==> src/rtl/alu_share_arbiter.sv <==
// Two-port arbiter that time-shares one external 8-bit ALU: latch the winner's operands, drive the ALU,
// then capture its result and flag. Define ALU_ARB_FIXED_PRIO_EN for fixed priority (port 0 wins) instead of round-robin.
module alu_share_arbiter #(
    parameter int WIDTH    = 8,
    parameter int SELW     = 3,
    parameter int ALU_WAIT = 1
) (
    input  logic             i_clk,
    input  logic             i_reset,
    input  logic             i_req0,
    input  logic             i_req1,
    input  logic [WIDTH-1:0] i_opa0,
    input  logic [WIDTH-1:0] i_opb0,
    input  logic [SELW-1:0]  i_sel0,
    input  logic [WIDTH-1:0] i_opa1,
    input  logic [WIDTH-1:0] i_opb1,
    input  logic [SELW-1:0]  i_sel1,
    output logic             o_gnt0,
    output logic             o_gnt1,
    output logic             o_done0,
    output logic             o_done1,
    output logic [WIDTH-1:0] o_res0,
    output logic [WIDTH-1:0] o_res1,
    output logic             o_zero0,
    output logic             o_zero1,
    output logic [WIDTH-1:0] o_alu_data1,
    output logic [WIDTH-1:0] o_alu_data2,
    output logic [SELW-1:0]  o_alu_select,
    input  logic [WIDTH-1:0] i_alu_result,
    input  logic             i_alu_zero
);

    typedef enum logic [1:0] {
        S_IDLE = 2'd0,
        S_EXEC = 2'd1,
        S_RESP = 2'd2
    } state_t;

    state_t             r_state, w_state;
    logic [3:0]         r_cnt, w_cnt;
    logic               r_win, w_win;
    logic               r_gnt0, w_gnt0, r_gnt1, w_gnt1;
    logic               r_done0, w_done0, r_done1, w_done1;
    logic [WIDTH-1:0]   r_res0, w_res0, r_res1, w_res1;
    logic               r_zero0, w_zero0, r_zero1, w_zero1;
    logic [WIDTH-1:0]   r_d1, w_d1, r_d2, w_d2;
    logic [SELW-1:0]    r_sel, w_sel;
    logic               w_pick;

`ifdef ALU_ARB_FIXED_PRIO_EN
    assign w_pick = ~i_req0;
`else
    logic r_last;

    // Pointer holds the port granted last; a contended request goes to the other port.
    assign w_pick = (i_req0 && i_req1) ? ~r_last : i_req1;

    always_ff @(posedge i_clk) begin
        if (i_reset) begin
            r_last <= 1'b1;
        end else if ((r_state == S_IDLE) && (i_req0 || i_req1)) begin
            r_last <= w_pick;
        end
    end
`endif

    always_comb begin
        w_state = r_state;
        w_cnt   = r_cnt;
        w_win   = r_win;
        w_gnt0  = 1'b0;
        w_gnt1  = 1'b0;
        w_done0 = 1'b0;
        w_done1 = 1'b0;
        w_res0  = r_res0;
        w_res1  = r_res1;
        w_zero0 = r_zero0;
        w_zero1 = r_zero1;
        w_d1    = r_d1;
        w_d2    = r_d2;
        w_sel   = r_sel;
        case (r_state)
            S_IDLE: begin
                w_d1  = '0;
                w_d2  = '0;
                w_sel = '0;
                if (i_req0 || i_req1) begin
                    w_state = S_EXEC;
                    w_cnt   = 4'(ALU_WAIT);
                    w_win   = w_pick;
                    w_gnt0  = ~w_pick;
                    w_gnt1  = w_pick;
                    w_d1    = w_pick ? i_opa1 : i_opa0;
                    w_d2    = w_pick ? i_opb1 : i_opb0;
                    w_sel   = w_pick ? i_sel1 : i_sel0;
                end else begin
                    w_state = S_IDLE;
                end
            end
            S_EXEC: begin
                w_cnt = r_cnt - 4'd1;
                if (r_cnt == 4'd1) begin
                    w_state = S_RESP;
                    if (r_win) begin
                        w_res1  = i_alu_result;
                        w_zero1 = i_alu_zero;
                        w_done1 = 1'b1;
                    end else begin
                        w_res0  = i_alu_result;
                        w_zero0 = i_alu_zero;
                        w_done0 = 1'b1;
                    end
                end else begin
                    w_state = S_EXEC;
                end
            end
            S_RESP: begin
                // ALU inputs stay driven through the response cycle, then fall back to FORWARD of 0.
                w_state = S_IDLE;
                w_d1    = '0;
                w_d2    = '0;
                w_sel   = '0;
            end
            default: begin
                w_state = S_IDLE;
                w_d1    = '0;
                w_d2    = '0;
                w_sel   = '0;
            end
        endcase
    end

    // All state and outputs are registered; reset aborts any operation in flight.
    always_ff @(posedge i_clk) begin
        if (i_reset) begin
            r_state <= S_IDLE;
            r_cnt   <= 4'd0;
            r_win   <= 1'b0;
            r_gnt0  <= 1'b0;
            r_gnt1  <= 1'b0;
            r_done0 <= 1'b0;
            r_done1 <= 1'b0;
            r_res0  <= '0;
            r_res1  <= '0;
            r_zero0 <= 1'b0;
            r_zero1 <= 1'b0;
            r_d1    <= '0;
            r_d2    <= '0;
            r_sel   <= '0;
        end else begin
            r_state <= w_state;
            r_cnt   <= w_cnt;
            r_win   <= w_win;
            r_gnt0  <= w_gnt0;
            r_gnt1  <= w_gnt1;
            r_done0 <= w_done0;
            r_done1 <= w_done1;
            r_res0  <= w_res0;
            r_res1  <= w_res1;
            r_zero0 <= w_zero0;
            r_zero1 <= w_zero1;
            r_d1    <= w_d1;
            r_d2    <= w_d2;
            r_sel   <= w_sel;
        end
    end

    assign o_gnt0       = r_gnt0;
    assign o_gnt1       = r_gnt1;
    assign o_done0      = r_done0;
    assign o_done1      = r_done1;
    assign o_res0       = r_res0;
    assign o_res1       = r_res1;
    assign o_zero0      = r_zero0;
    assign o_zero1      = r_zero1;
    assign o_alu_data1  = r_d1;
    assign o_alu_data2  = r_d2;
    assign o_alu_select = r_sel;

endmodule

==> config.mk <==
export PLATFORM = sky130hd
export DESIGN_NAME = alu_share_arbiter
export DESIGN_NICKNAME = d
export VERILOG_FILES = /design/src/rtl/alu_share_arbiter.sv
export SDC_FILE = /design/constraint.sdc
export NUM_CORES = 1
export LEC_CHECK = 0
export BUFFER_PORTS_ARGS = -buffer_cell sky130_fd_sc_hd__buf_2
export CAP_MARGIN = 25
export CORE_MARGIN = 8
export CORE_UTILIZATION = 40
export CTS_BUF_LIST = sky130_fd_sc_hd__clkbuf_2
export DETAILED_ROUTE_END_ITERATION = 10
export PLACE_DENSITY = 0.72
export SYNTH_ARGS = -nofsm -noshare
export SYNTH_HDL_FRONTEND = slang
export SYNTH_SLANG_ARGS = --single-unit
==> constraint.sdc <==
create_clock -name i_clk -period 1.9 [get_ports i_clk]
set_input_delay 0.38 -clock i_clk [delete_from_list [all_inputs] [get_ports i_clk]]
set_output_delay 0.38 -clock i_clk [all_outputs]
set_load 0.01 [all_outputs]
[After elaboration in Yosys (flattened, before gate mapping)]
Index checks and enable logic that the tools add are counted.
Word-level totals
  register bits after elaboration: 49
  output and inout port bits: 41
  logic and storage cells: 54
Cells by class
  add/subtract/negate cells: 1
  equal/unequal tests: 3
  muxes and demuxes: 17
  bitwise gates (word level): 7
  reductions and logical operators: 11
Operators with widths (count)
  2-to-1 mux 8 bit: 4
  case mux 8 bit (2 select lines): 2
  case mux 4 bit (2 select lines): 1
  inverter 1 bit: 7
  2-to-1 mux 3 bit: 2
  case mux 3 bit (2 select lines): 1
  AND reduction 3 bit: 2
  OR reduction 3 bit: 2
  equality test 4 x 1 -> 1 bit (second input constant): 1
  2-to-1 mux 1 bit: 4
  2-to-1 mux 4 bit: 1
  case mux 2 bit (2 select lines): 1
  AND reduction 2 bit: 2
  subtractor 4 x 1 -> 4 bit (second input constant): 1
  equality test 2 x 1 -> 1 bit (second input constant): 1
  logical AND 1 bit: 2
  logical NOT 2 bit: 1
  2-to-1 mux 2 bit: 1
  inequality test 2 x 1 -> 1 bit (second input constant): 1
  nonzero test 2 bit: 1
  logical OR 1 bit: 1

[Depth between registers and ports, before layout]
  word-level depth: 5
  depth in mapped cells: 6
  gate-level depth less buffers: 5

[Worst setup path before layout]
OpenSTA, ideal clock, no wires.
  kind: reg2reg
  from: register r_cnt[1]
  to: register r_res0[0], in the netlist o_res0[0]
  setup time: 118 ps
  arrival time: 1347 ps
  data required time: 1782 ps
  setup slack: 435 ps
  stages on the path, launching flop included: 7
  path buffers: 1
  clock period less this slack: 1465 ps
  cell sequence: dfxtp_1 -> inv_1 -> ha_1 -> nand2b_1 -> or4_4 -> buf_6 -> mux2i_1
Between the ends
  word-level cells in the longest chain between the ends: 2
RTL lines
  from (decl): line 40  | logic [3:0] r_cnt, w_cnt;
  from (signal assigned): line 152  | r_cnt <= w_cnt;
  equality test 4 x 1 -> 1 bit: line 102  | if (r_cnt == 4'd1) begin
  AND reduction 3 bit (no source line)
  to (signal assigned): line 158  | r_res0 <= w_res0;
  to (decl): line 44  | logic [WIDTH-1:0] r_res0, w_res0, r_res1, w_res1;
No other way between the ends.
A chain may end at the register's enable or synchronous reset.

[Worst setup path in the final report]
  from: register r_cnt[1]
  to: register r_res0[4], in the netlist o_res0[4]
Same word-level chain as after synthesis.

==> reports/metrics.yaml <==
outcome:
  status: "complete, no violations"
floorplan:
  core_area_um2: 4720
  die_width_um: 86.1
  rows: 25
  die_area_um2: 7420
  die_y_um: 86.1
  ios: 92
  start_util_pct: 41.6
timing:
  fin_crit_ps: 1560
  skew_ps: 6.48
  setup_tns_ps: 0
  slew_headroom_pct: 66.6
  setup_slack_ps: 338
  fin_crit_sh_pct: 82.2
  max_freq_mhz: 640
  tightest_slew_ps: 497
  rsz0062_at_grt: "no"
  finalHoldViolations: 0
  slew_violations: 0
  finalSetupViolCount: 0
yosys:
  yosys.area_share.adder_pct: 1.27
  yosysTopAreaCell: "dfxtp_1"
  postSynthNetCount: 245
  synthFlopType: "dfxtp_1"
  synth_xor_area_share_pct: 0.891
  yosys.area_share.simple_pct: 19.8
  synth-compound-area-share_pct: 13.2
  syn_area_um2: 1970
  async_flop_share_pct: 0
  yosysMostFrequentCell: "dfxtp_1"
  synth_cell_type_count: 27
  postSynthAreaPerCell_um2: 10.2
  synth_top_cell_area_share_pct: 49.9
  yosysSeqAreaShare_pct: 49.9
  synth_top_family_by_area: "simple AND/OR/NAND/NOR gates"
  syn_inst: 192
  synth_edf_count: 0
  yosys_warnings: 0
  synthMuxAreaShare_pct: 9.67
  synth_common_cells: "dfxtp_1, nand2_1, a221o_1, and3_1, mux2i_1"
  ys_seq_elements: 49
  synth.area.top_cells: "dfxtp_1, a221o_1, mux2i_1"
placement:
  io_buffers: 91
  place_congestion: 0.773
  place_ws_ps: 355
  hpwl_um: 3620
routing:
  vias: 1692
  avgViaCountPerCell: 4.86
  post_drt_wl_per_cell_um: 13.5
  drc_errors: 0
  wl_um: 4690
  drt_pass1_iterations: 5
  first_iter_violations: 72
  drt.antenna.violating_nets: 0
power_and_ir_drop:
  finalPower_mw: 2.25
  combPwrFrac_pct: 27.6
  switchingPower_mw: 0.725
  seq_power_share_pct: 55.1
  power_leakage_nw: 1.31
  powerDensity_nw_per_um2: 898
  switching_share_pct: 32.2
  vdd_drop_max_mv: 0.388
  pwr-share-clk_pct: 17.3
  internal_power_mw: 1.53
finish:
  nets: 333
  antenna_cells: 0
  final_layout_size_suffix_gt1_share_pct: 39.5
  syn2layout_area_growth_pct: 27.6
global_route:
  grt_usage_pct: 12.8
  grt_pass1_vias: 1761
  grt_max_degree: 29
  antenna_found_initial: 0
  grt_overflow: 0
  grt_pass1_wl_um: 7650
cts:
  cts_made_buffers: 5
  clockBufferDepth: 2
  cts_resized: 0
  cts_max_level: 2
  hold_buffers: 0
  cts_root_buffer: "clkbuf_2"
  cts_tree: "yes"
  clk_pin_slew_ps: 220
  cts.sinks: 49
  clock_latency_ps: 410
  post_cts_buffers: 0
worst_setup_path:
  cp.required_ps: 2230
  crit_path_end_kind: "flip-flop"
  cp_max_fo: 6
  path_cells: "inv_1 > ha_1 > nand2b_1 > or4_4 > mux2i_1"
  slowest_stage: "or4_4"
  worstPathArrival_ps: 1890
  critPathMaxStageDelay_ps: 550
  critPathKind: "flip-flop to flip-flop"
  cp-start-kind: "flip-flop"
hold_path:
  hp-class: "primary input to flip-flop"
run:
  maxCapViolCount: 0
[layout by cell type, fill, tap and decap left out, types with 2 or more instances in the layout]
cell type / n
and3_1: 20
ha_1: 2
a221o_1: 20
nor4_1: 2
clkbuf_2: 5
nand2_1: 28
or2_2: 3
o211ai_1: 2
nand2b_1: 3
nor4_4: 2
a21oi_1: 2
buf_4: 6
buf_2: 91
dfxtp_1: 49
mux2i_1: 19
o21ai_0: 4
inv_1: 5
clkinv_1: 2
or4_4: 2
nor2_1: 5
[worst paths after layout]
kind              slack, ps              to  cells after the start       from
setup / recovery        340       o_res0[4]                      5   r_cnt[1]
hold / removal          170  o_alu_data2[2]                      2  i_opb0[2]
setup reg to reg        340       o_res0[4]                      5   r_cnt[1]
hold reg to reg         470       o_res1[2]                      2  o_res1[2]
[worst max-delay path, delay by kind of cell (launching register included)]
family                   cells  cell delay, ps
adder cells (fa/ha/maj)      1             150
buffers and inverters        1              80
flip-flops                   1             370
multiplexers                 1             140
AND/OR/NAND/NOR              2             750
[stage by stage]
stage	utilization (%)	area (µm²)	hold slack [ps]	instances
global placement	52.3	2470	441	340
global route	53.1	2510	130	348
floorplan	-	1970	466	192
CTS	53.1	2510	145	348
detailed placement	52.3	2470	447	340
finish	53.1	2510	169	348
[flip-flops by register name, indices dropped and copies added, names as in the netlist, 2 cells and up]
name and cells:
o_res0 8, o_alu_select 3, r_state 2, o_alu_data2 8, o_alu_data1 8, r_cnt 4, o_res1 8
[power by group through the flow]
stage / Sequential, mW / Combinational (mW) / Clock, mW
finish: 1.24 / 0.623 / 0.390
global route: 1.26 / 0.690 / 0.439
CTS: 1.24 / 0.633 / 0.405
detailed placement: 1.26 / 0.634 / 0
global placement: 1.26 / 0.623 / 0
floorplan: 1.29 / 0.385 / 0
[logic make-up (layout without fill, tap and decap cells)]
kind of cell / Yosys count / after routing
flip-flops: 49 / 49
adder cells (fa/ha/maj): 2 / 2
multiplexers: 19 / 19
XOR/XNOR: 2 / 2
buffers and inverters: 21 / 110
AO/OA/AOI/OAI: 30 / 30
AND/OR/NAND/NOR: 69 / 69
[layout make-up]
| class | count | area (µm²) |
|---|---|---|
| Inverter | 5 | 18.8 |
| Tap cell | 67 | 83.8 |
| Clock inverter | 3 | 12.5 |
| Clock buffer | 5 | 25.0 |
| Multi-Input combinational cell | 122 | 888 |
| Timing Repair Buffer | 97 | 500 |
| Fill cell | 451 | 2210 |
| Sequential cell | 49 | 981 |
[per-layer routing]
metal  track usage (%)  part of all wire [%]  vias up
met5                 0                     0        -
met4              6.69                   1.3        0
met3              6.40                    12        5
met2              19.7                    41       80
met1              14.1                    46      743
li1                  -                     -      864
Power figures use the tool's default switching activity.
